--- src/rtl/decode_stage_p_pkg.sv ---
// Shared definitions for the ID stage: control-bundle bit map and instruction field positions.
// The listed control fields need ten bits (ALUOP is 3 wide), so the bundle is 10 bits, not 9.
package decode_pkg;
  localparam int CTRL_W        = 10;
  localparam int CTRL_ALUSRC   = 0;
  localparam int CTRL_ALUOP    = 1;  // occupies [3:1]
  localparam int CTRL_MEMWRITE = 4;
  localparam int CTRL_MEMREAD  = 5;
  localparam int CTRL_MEMTOREG = 6;
  localparam int CTRL_REGDST   = 7;
  localparam int CTRL_REGWRITE = 8;
  localparam int CTRL_IMM_ZEXT = 9;

  localparam int RS_HI  = 25, RS_LO  = 21;
  localparam int RT_HI  = 20, RT_LO  = 16;
  localparam int RD_HI  = 15, RD_LO  = 11;
  localparam int IMM_HI = 15, IMM_LO = 0;

  typedef struct packed {
    logic [4:0] rs;
    logic [4:0] rt;
    logic [4:0] rd;
  } regsel_t;
endpackage

--- src/rtl/decode_stage_p_if.sv ---
// IF/WB/EX-facing bundle of the decode stage; master drives the pipeline side, slave is the stage.
interface decode_stage_p_if #(
  parameter int XLEN   = 32,
  parameter int CTRL_W = decode_pkg::CTRL_W
);
  logic              if_valid;
  logic [31:0]       if_instr;
  logic [CTRL_W-1:0] ctrl_in;
  logic              id_ready;
  logic              wb_we;
  logic [4:0]        wb_addr;
  logic [XLEN-1:0]   wb_data;
  logic              ex_flush;
  logic              ex_valid;
  logic [CTRL_W-1:0] ex_ctrl;
  logic [XLEN-1:0]   ex_rs_data;
  logic [XLEN-1:0]   ex_rt_data;
  logic [XLEN-1:0]   ex_imm;
  logic [4:0]        ex_rs;
  logic [4:0]        ex_rt;
  logic [4:0]        ex_rd;
  logic [31:0]       stall_count;

  modport master (
    output if_valid, if_instr, ctrl_in, wb_we, wb_addr, wb_data, ex_flush,
    input  id_ready, ex_valid, ex_ctrl, ex_rs_data, ex_rt_data, ex_imm,
           ex_rs, ex_rt, ex_rd, stall_count
  );
  modport slave (
    input  if_valid, if_instr, ctrl_in, wb_we, wb_addr, wb_data, ex_flush,
    output id_ready, ex_valid, ex_ctrl, ex_rs_data, ex_rt_data, ex_imm,
           ex_rs, ex_rt, ex_rd, stall_count
  );
endinterface

--- src/rtl/decode_stage_p_regfile.sv ---
// Register file: two combinational read ports, one synchronous write port, optional WB->ID bypass.
// r0 and addresses at or above NREGS read as zero and swallow writes.
module regfile_p #(
  parameter int XLEN   = 32,
  parameter int NREGS  = 32,
  parameter int BYPASS = 1
) (
  input  logic            clk,
  input  logic            reset,
  input  logic            we,
  input  logic [4:0]      waddr,
  input  logic [XLEN-1:0] wdata,
  input  logic [4:0]      raddr_a,
  output logic [XLEN-1:0] rdata_a,
  input  logic [4:0]      raddr_b,
  output logic [XLEN-1:0] rdata_b
);
  localparam int AW = (NREGS > 1) ? $clog2(NREGS) : 1;

  logic [XLEN-1:0] regs_q [NREGS];
  logic [XLEN-1:0] regs_d [NREGS];

  function automatic logic in_range(input logic [4:0] a);
    return (a != 5'd0) && (int'(a) < NREGS);
  endfunction

  function automatic logic [XLEN-1:0] rd(input logic [4:0] a);
    if (!in_range(a))                        return '0;
    if ((BYPASS != 0) && we && (a == waddr)) return wdata;
    return regs_q[a[AW-1:0]];
  endfunction

  always_comb begin
    regs_d = regs_q;
    if (we && in_range(waddr)) regs_d[waddr[AW-1:0]] = wdata;
  end

  always_comb begin
    rdata_a = rd(raddr_a);
    rdata_b = rd(raddr_b);
  end

  always_ff @(posedge clk or posedge reset) begin
    if (reset) begin
      for (int i = 0; i < NREGS; i++) regs_q[i] <= '0;
    end else begin
      regs_q <= regs_d;
    end
  end
endmodule

--- src/rtl/decode_stage_p.sv ---
// ID stage: register read, immediate extension, load-use stall and flush handling,
// with every result registered into the ID/EX register.
module decode_stage_p #(
  parameter int XLEN   = 32,
  parameter int NREGS  = 32,
  parameter int CTRL_W = decode_pkg::CTRL_W,
  parameter int BYPASS = 1
) (
  input logic           clk,
  input logic           reset,
  decode_stage_p_if.slave bus
);
  import decode_pkg::*;

  regsel_t           sel;
  logic [XLEN-1:0]   rs_data, rt_data, imm;
  logic              hz, bubble;

  logic              ex_valid_q, ex_valid_d;
  logic [CTRL_W-1:0] ex_ctrl_q, ex_ctrl_d;
  logic [XLEN-1:0]   ex_rs_data_q, ex_rs_data_d;
  logic [XLEN-1:0]   ex_rt_data_q, ex_rt_data_d;
  logic [XLEN-1:0]   ex_imm_q, ex_imm_d;
  regsel_t           ex_sel_q, ex_sel_d;
  logic [31:0]       stall_count_q, stall_count_d;

  logic unused_opcode;
  assign unused_opcode = ^bus.if_instr[31:26];

  always_comb begin
    sel.rs = bus.if_instr[RS_HI:RS_LO];
    sel.rt = bus.if_instr[RT_HI:RT_LO];
    sel.rd = bus.if_instr[RD_HI:RD_LO];
    imm = bus.ctrl_in[CTRL_IMM_ZEXT]
        ? {{(XLEN-16){1'b0}}, bus.if_instr[IMM_HI:IMM_LO]}
        : {{(XLEN-16){bus.if_instr[IMM_HI]}}, bus.if_instr[IMM_HI:IMM_LO]};
  end

  regfile_p #(.XLEN(XLEN), .NREGS(NREGS), .BYPASS(BYPASS)) u_rf (
    .clk     (clk),
    .reset   (reset),
    .we      (bus.wb_we),
    .waddr   (bus.wb_addr),
    .wdata   (bus.wb_data),
    .raddr_a (sel.rs),
    .rdata_a (rs_data),
    .raddr_b (sel.rt),
    .rdata_b (rt_data)
  );

  // Both source fields are compared even for I-type ops; a spurious stall is harmless.
  always_comb begin
    hz = ex_valid_q && ex_ctrl_q[CTRL_MEMREAD] && (ex_sel_q.rt != 5'd0) && bus.if_valid &&
         ((ex_sel_q.rt == sel.rs) || (ex_sel_q.rt == sel.rt));
    bubble = bus.ex_flush || hz || !bus.if_valid;
  end

  assign bus.id_ready = reset || bus.ex_flush || !hz;

  always_comb begin
    ex_valid_d    = 1'b0;
    ex_ctrl_d     = '0;
    ex_rs_data_d  = '0;
    ex_rt_data_d  = '0;
    ex_imm_d      = '0;
    ex_sel_d      = '0;
    stall_count_d = stall_count_q;
    if (!bubble) begin
      ex_valid_d   = 1'b1;
      ex_ctrl_d    = bus.ctrl_in;
      ex_rs_data_d = rs_data;
      ex_rt_data_d = rt_data;
      ex_imm_d     = imm;
      ex_sel_d     = sel;
    end
    if (hz && !bus.ex_flush && (stall_count_q != '1)) stall_count_d = stall_count_q + 32'd1;
  end

  always_ff @(posedge clk or posedge reset) begin
    if (reset) begin
      ex_valid_q    <= 1'b0;
      ex_ctrl_q     <= '0;
      ex_rs_data_q  <= '0;
      ex_rt_data_q  <= '0;
      ex_imm_q      <= '0;
      ex_sel_q      <= '0;
      stall_count_q <= '0;
    end else begin
      ex_valid_q    <= ex_valid_d;
      ex_ctrl_q     <= ex_ctrl_d;
      ex_rs_data_q  <= ex_rs_data_d;
      ex_rt_data_q  <= ex_rt_data_d;
      ex_imm_q      <= ex_imm_d;
      ex_sel_q      <= ex_sel_d;
      stall_count_q <= stall_count_d;
    end
  end

  assign bus.ex_valid    = ex_valid_q;
  assign bus.ex_ctrl     = ex_ctrl_q;
  assign bus.ex_rs_data  = ex_rs_data_q;
  assign bus.ex_rt_data  = ex_rt_data_q;
  assign bus.ex_imm      = ex_imm_q;
  assign bus.ex_rs       = ex_sel_q.rs;
  assign bus.ex_rt       = ex_sel_q.rt;
  assign bus.ex_rd       = ex_sel_q.rd;
  assign bus.stall_count = stall_count_q;
endmodule

--- src/flat_wrapper.sv ---
// flat-port wrapper written by rule: the top's interface ports become plain ports
module decode_stage_p_flat import decode_pkg::*;
#(
  parameter int XLEN   = 32,
  parameter int NREGS  = 32,
  parameter int CTRL_W = decode_pkg::CTRL_W,
  parameter int BYPASS = 1
)
  (clk, reset, bus_if_valid, bus_if_instr, bus_ctrl_in, bus_wb_we, bus_wb_addr, bus_wb_data, bus_ex_flush, bus_id_ready, bus_ex_valid, bus_ex_ctrl, bus_ex_rs_data, bus_ex_rt_data, bus_ex_imm, bus_ex_rs, bus_ex_rt, bus_ex_rd, bus_stall_count);
  decode_stage_p_if #(.XLEN(XLEN), .CTRL_W(CTRL_W)) bus_i ();
  input logic clk;
  input logic reset;
  input wire logic [$bits(bus_i.if_valid)-1:0] bus_if_valid;
  input wire logic [$bits(bus_i.if_instr)-1:0] bus_if_instr;
  input wire logic [$bits(bus_i.ctrl_in)-1:0] bus_ctrl_in;
  input wire logic [$bits(bus_i.wb_we)-1:0] bus_wb_we;
  input wire logic [$bits(bus_i.wb_addr)-1:0] bus_wb_addr;
  input wire logic [$bits(bus_i.wb_data)-1:0] bus_wb_data;
  input wire logic [$bits(bus_i.ex_flush)-1:0] bus_ex_flush;
  output wire logic [$bits(bus_i.id_ready)-1:0] bus_id_ready;
  output wire logic [$bits(bus_i.ex_valid)-1:0] bus_ex_valid;
  output wire logic [$bits(bus_i.ex_ctrl)-1:0] bus_ex_ctrl;
  output wire logic [$bits(bus_i.ex_rs_data)-1:0] bus_ex_rs_data;
  output wire logic [$bits(bus_i.ex_rt_data)-1:0] bus_ex_rt_data;
  output wire logic [$bits(bus_i.ex_imm)-1:0] bus_ex_imm;
  output wire logic [$bits(bus_i.ex_rs)-1:0] bus_ex_rs;
  output wire logic [$bits(bus_i.ex_rt)-1:0] bus_ex_rt;
  output wire logic [$bits(bus_i.ex_rd)-1:0] bus_ex_rd;
  output wire logic [$bits(bus_i.stall_count)-1:0] bus_stall_count;
  assign bus_i.if_valid = bus_if_valid;
  assign bus_i.if_instr = bus_if_instr;
  assign bus_i.ctrl_in = bus_ctrl_in;
  assign bus_i.wb_we = bus_wb_we;
  assign bus_i.wb_addr = bus_wb_addr;
  assign bus_i.wb_data = bus_wb_data;
  assign bus_i.ex_flush = bus_ex_flush;
  assign bus_id_ready = bus_i.id_ready;
  assign bus_ex_valid = bus_i.ex_valid;
  assign bus_ex_ctrl = bus_i.ex_ctrl;
  assign bus_ex_rs_data = bus_i.ex_rs_data;
  assign bus_ex_rt_data = bus_i.ex_rt_data;
  assign bus_ex_imm = bus_i.ex_imm;
  assign bus_ex_rs = bus_i.ex_rs;
  assign bus_ex_rt = bus_i.ex_rt;
  assign bus_ex_rd = bus_i.ex_rd;
  assign bus_stall_count = bus_i.stall_count;
  decode_stage_p #(.XLEN(XLEN), .NREGS(NREGS), .CTRL_W(CTRL_W), .BYPASS(BYPASS)) u_core (.clk(clk), .reset(reset), .bus(bus_i));
endmodule
--- config.mk ---
export PLATFORM = sky130hd
export DESIGN_NAME = decode_stage_p_flat
export DESIGN_NICKNAME = d
export VERILOG_FILES = /design/src/rtl/decode_stage_p_pkg.sv /design/src/rtl/decode_stage_p_if.sv /design/src/rtl/decode_stage_p_regfile.sv /design/src/rtl/decode_stage_p.sv /design/src/flat_wrapper.sv
export SDC_FILE = /design/constraint.sdc
export NUM_CORES = 2
export LEC_CHECK = 0
export ABC_AREA = 1
export CORE_MARGIN = 4
export CORE_UTILIZATION = 40
export CTS_BUF_LIST = sky130_fd_sc_hd__clkbuf_2 sky130_fd_sc_hd__clkbuf_4 sky130_fd_sc_hd__clkbuf_8
export CTS_CLUSTER_DIAMETER = 80
export DETAILED_ROUTE_END_ITERATION = 8
export SYNTH_ARGS = -nofsm -noshare
export SYNTH_HDL_FRONTEND = slang
export SYNTH_SLANG_ARGS = --single-unit
--- constraint.sdc ---
create_clock -name clk -period 42.9 [get_ports clk]
set_clock_uncertainty 0.05 [all_clocks]
set_input_delay 6.435 -clock clk [delete_from_list [all_inputs] [get_ports clk]]
set_output_delay 6.435 -clock clk [all_outputs]
set_load 0.02 [all_outputs]
Word-level counts from Yosys, hierarchy flattened
Index checks and enable logic that the tools add are counted.
Cells by class
  equal/unequal tests: 5
  mux-type cells: 28
  bitwise gates (word level): 3
  order comparisons: 4
  $add $sub $neg: 1
  reduce and logical (&&, ||, !) cells: 22
Operator list (count)
  bitwise mux 1024 bit: 1
  two-way mux 32 bit: 17
  binary-select mux 32 bit (select 5 bit): 2
  demux 32 bit (select 5 bit): 1
  adder 32 x 1 -> 32 bit (second input constant): 1
  inequality test 32 bit (second input constant): 1
  equality test 5 bit: 4
  nonzero test 5 bit: 4
  >= comparator 6 bit (second input constant): 3
  NOT 5 -> 6 bit: 3
  two-way mux 15 bit: 1
  logical AND 1 bit: 10
  two-way mux 10 bit: 1
  less-than comparator 6 x 1 -> 1 bit (second input constant): 1
  logical OR 1 bit: 5
  two-way mux 1 bit: 5
  zero test 1 bit: 3
Storage, ports and cells
  flip-flop bits (word level): 1178
  output and inout bits: 155
  input bits: 84

Longest topological paths before layout
  depth after elaboration: 7
  mapped depth: 14
  mapped depth without buffers: 11

Modules after synthesis
A second synthesis with hierarchy kept.
Second synthesis, totals
  cells, all modules: 9145
  area, all modules: 64251.6 um^2
Modules (own cells, without submodules)
  regfile_p: area each 58411.0 um^2, times used 1, cells each 8463, sequential area each 25624.6 um^2
  decode_stage_p: area each 5840.6 um^2, times used 1, cells each 682, sequential area each 3353.2 um^2

Least setup slack after synthesis
OpenSTA, ideal clock, no wires.
  path type: input port to output port
  start: in reset
  end: out bus_id_ready
  stages on the path: 2
  buffers on the path: 0
  slack: 1862 ps
  data arrival time: 34553 ps
  cell sequence: inv_1 -> nand2_1
On the way
  word-level cells in the longest chain between the ends: 2
RTL lines
  from (decl): line flat_wrapper.sv:12  | input logic reset;
  logical OR 1 bit (2 in series): line decode_stage_p.sv:58  | assign bus.id_ready = reset || bus.ex_flush || !hz;
  to (decl): line flat_wrapper.sv:20  | output wire logic [$bits(bus_i.id_ready)-1:0] bus_id_ready;
Every way passes these cells.

Worst setup path after layout
  start: in bus_if_instr[24]
  end: out bus_id_ready
On the way
  word-level cells in the longest chain between the ends: 5
RTL lines
  from (decl): line flat_wrapper.sv:14  | input wire logic [$bits(bus_i.if_instr)-1:0] bus_if_instr;
  equality test 5 bit: line decode_stage_p.sv:54  | ((ex_sel_q.rt == sel.rs) || (ex_sel_q.rt == sel.rt));
  logical OR 1 bit: line decode_stage_p.sv:54
  logical AND 1 bit: line decode_stage_p.sv:53  | hz = ex_valid_q && ex_ctrl_q[CTRL_MEMREAD] && (ex_sel_q.rt != 5'd0) && bus.if_valid &&
  zero test 1 bit: line decode_stage_p.sv:58
  logical OR 1 bit: line decode_stage_p.sv:58
Every way passes these cells.

==> summary.txt <==
Run status
  – Outcome: complete, no violations

CTS
  – Clock Path Buffers: 3
  – Post-CTS Setup Bufs: 0
  – CTS H-tree depth: 4
  – Clock tree sinks: roughly 1200
  – CTS buffer count: approximately 210
  – Reg clk slew, reported paths: roughly 0.050 ns
  – Cts repair resizes: 0
  – CTS Hold Bufs: 0
  – Root buffer cell: clkbuf_8
  – Latest clock arrival within the worst-skew pair: ~0.96 ns
  – CTS tree: built

Place
  – Placed cells: 10480
  – Port-buffer cells: 232
  – Placer congestion estimate: 0.8778
  – HPWL Detailed: about 140000 µm
  – Placed Area: about 66000 µm²

Finish
  – Fillers: 15800
  – Area of the multi-input gates: 28680 µm²
  – Register cell area after layout: 28980 µm²
  – Most frequent cells in the layout: nand2_1, o21ai_0, dfrtp_1
  – Layout cells sized above 1: 6.602%
  – Final Non-Filler Cells: around 11000
  – Area delta synth->final: 12.25%
  – Commonest non-fill, non-tap cell in the layout: nand2_1
  – Design Area, Final: 70640 µm²
  – Total Nets Final: 8718

Timing
  – Setup violators final: 0
  – Hold Fails Final Rpt: 0
  – Period utilization: 38.17%
  – Max-slew headroom: around 4.6%
  – Worst slew pin tran: between 1 and 1.5 ns
  – RSZ-0062 raised after global routing: no
  – TNS Setup: 0 ns
  – Fin. max-slew vios: 0
  – Fmax: 61.06 MHz
  – Fin crit period: about 16 ns

Global route
  – Vias in the first global route: 57810
  – Initial antenna violation count: 30
  – First-pass GRT wire length: 383200 µm
  – Gr ovfl total: 0
  – Largest net degree at the start of global routing: 167
  – Total global-route track usage: 31.22%

Setup path
  – WP depth: 11
  – Crit end category: output pin
  – R2R Path End: u_core.bus.ex_rt_data[29]
  – Worst stage delay on the critical path: 0.90 ns
  – Crit path cell chain: buf_4 -> clkinv_1 -> nand2_1 -> nand2_1 -> nor2_1 -> nand3_1 -> nand2_1 -> nand3b_1 -> inv_1 -> nand2_1 -> clkdlybuf4s50_1
  – CP max FO: 17
  – FF-to-FF path depth: 10
  – Slowest-stage cell, CP: clkinv_1
  – R2R Setup Slk: slightly below 40 ns
  – Reg2reg start: u_core.bus.ex_rt[3]
  – Critical Path AT: 9.89 ns
  – Startpoint Class: primary input
  – CP Class: in2out
  – Buf/Inv on CP: 4
  – Top Family by Delay on Critical Path: buffers and inverters
  – CP Data Required Time: 36.42 ns
  – Cell mode on critical path: nand2_1

Logic synthesis
  – Compound-cell area share of the yosys netlist: a little under a fifth
  – Ys Warns: 0
  – Synthesized instance count: 8859
  – Syn Nets: 8944
  – Mux contribution to synthesized area: 0%
  – #FFs+latches synth: 1158
  – Main combinational cell family by area after synthesis: simple AND/OR/NAND/NOR gates
  – Synth Area in Adders: 0.01988%
  – Mapped Area: 62930 µm²
  – Mean Syn Cell Area: 7.104 µm²
  – Post-Synth XOR/XNOR Area: 0.3897%
  – Synth unique cells: 26
  – Register area share after synthesis: a little under half
  – Synth Area in Simple Gates: between 20% and 30%

Worst hold path
  – Min-Delay Path Class: reg2reg
  – Worst Hold Depth: 0
  – Hold Crit Endpoint: u_core.u_rf.regs_q[1021]
  – Hold Path Origin: u_core.u_rf.regs_q[1021]

Pwr
  – LEAKAGE: 32.84 nW
  – Worst VDD drop: 0.03651 mV
  – Power Dens Cells: approximately 44 nW/µm²

Die
  – Starting density of the core: 40.29%
  – Ports: 239
  – Die X: 404.7 µm
  – DIE AREA: 163700 µm²
  – Chip height: 404.7 µm
  – Core Area: 156200 µm²
  – # rows: between 100 and 150

Route
  – Drt pass-1 iters: 9
  – DR vias: 62750
  – Drc violations: 0
  – Antenna Nets Post-Route: 0
  – Avg WL per Cell: 24.04 µm
  – Starting DRC count in detailed routing: roughly 9000
  – Drt total wl: 261500 µm
  – Vias per inst: 5.769

Flow run
  – Maxcap violations: 0
==> final cells by class <==
| cell class | instances | area share [%] |
|---|---|---|
| repair buffers | 355 | 4.842 |
| clock buffers | 342 | 5.999 |
| flip-flops and latches | 1158 | 41.02 |
| diodes | 17 | 0.06022 |
| well taps | 2058 | 3.645 |
| clock inverters | 35 | 0.4587 |
| inverters | 626 | 3.383 |
| multi-input cells | 6285 | 40.59 |
==> metrics by stage <==
step	worst slack (ns)	hold slack [ns]	power, mW	util (%)
2_1_floorplan	1.862	0.3790	1.801	-
3_3_place_gp	26.69	0.3148	1.963	42.28
3_5_place_dp	26.73	0.3156	1.984	42.28
4_1_cts	26.75	0.3272	3.126	45.20
5_1_grt	26.51	0.3311	3.288	45.20
6_report	26.52	0.3232	3.127	45.22
==> how the worst max path moves through the flow <==
stage,start,endpoint,slack (ns)
CTS,bus_if_instr[24],bus_id_ready,26.75
floorplan,reset,bus_id_ready,1.86
detailed placement,bus_if_instr[18],bus_id_ready,26.73
finish,bus_if_instr[24],bus_id_ready,26.52
global placement,bus_if_instr[18],bus_id_ready,26.69
global route,bus_if_instr[18],bus_id_ready,26.51
==> power breakdown <==
group	internal [mW]	switching [mW]
registers	1.28	0.114
logic	0.195	0.394
clock network	0.641	0.503
total	2.12	1.01
==> flip-flops by register name, summed over array words and instances, names as in the netlist <==
register,flops
u_core.u_rf.regs_q,1024
u_core.bus.ex_rs_data,32
u_core.bus.ex_rt_data,32
u_core.bus.stall_count,32
u_core.bus.ex_imm,17
u_core.bus.ex_ctrl,10
u_core.bus.ex_rs,5
u_core.bus.ex_rt,5
u_core.bus.ex_valid,1
==> synthesized netlist by cell type <==
library cell | number | share of area (%)
a21oi_1 | 412 | 3.3
buf_1 | 62 | 0.37
buf_2 | 89 | 0.71
buf_4 | 20 | 0.24
clkbuf_1 | 619 | 3.7
clkinv_1 | 5 | 0.030
dfrtp_1 | 1158 | 46
ha_1 | 1 | 0.020
inv_1 | 611 | 3.6
inv_2 | 10 | 0.060
nand2_1 | 2673 | 16
nand3_1 | 585 | 4.7
nand3b_1 | 4 | 0.048
nand4_1 | 69 | 0.69
nor2_1 | 629 | 3.8
nor2_2 | 5 | 0.050
nor3_1 | 135 | 1.1
nor3_2 | 3 | 0.048
nor3b_1 | 1 | 0.012
nor4_4 | 1 | 0.034
o211ai_1 | 350 | 4.2
o21ai_0 | 1375 | 11
o21ai_1 | 10 | 0.080
o22ai_1 | 4 | 0.040
xnor2_1 | 7 | 0.097
xor2_1 | 21 | 0.29
==> logic make-up (layout without fill, tap and decap cells) <==
family                   after synthesis  in the layout
AND/OR/NAND/NOR                     4105           4105
flip-flops                          1158           1158
AO/OA/AOI/OAI                       2151           2151
buffers and inverters               1416           1358
other                                  0             17
adder cells (fa/ha/maj)                1              1
XOR/XNOR                              28             28
==> worst reg2reg max path, delay by kind of cell (launching register included) <==
kind / cells / cell delay (ns)
buf+inv: 4 / 1.34
flops: 1 / 0.47
simple gates: 6 / 1.69
==> metal layers <==
layer | up-vias | wire (µm) | global-route usage (%)
li1 | 28440 | - | -
met1 | 29640 | 107800 | 43.28
met2 | 3903 | 109600 | 46.14
met3 | 741 | 32930 | 8.478
met4 | 16 | 11030 | 12.82
met5 | - | 110 | 0
Power figures use the tool's default switching activity.
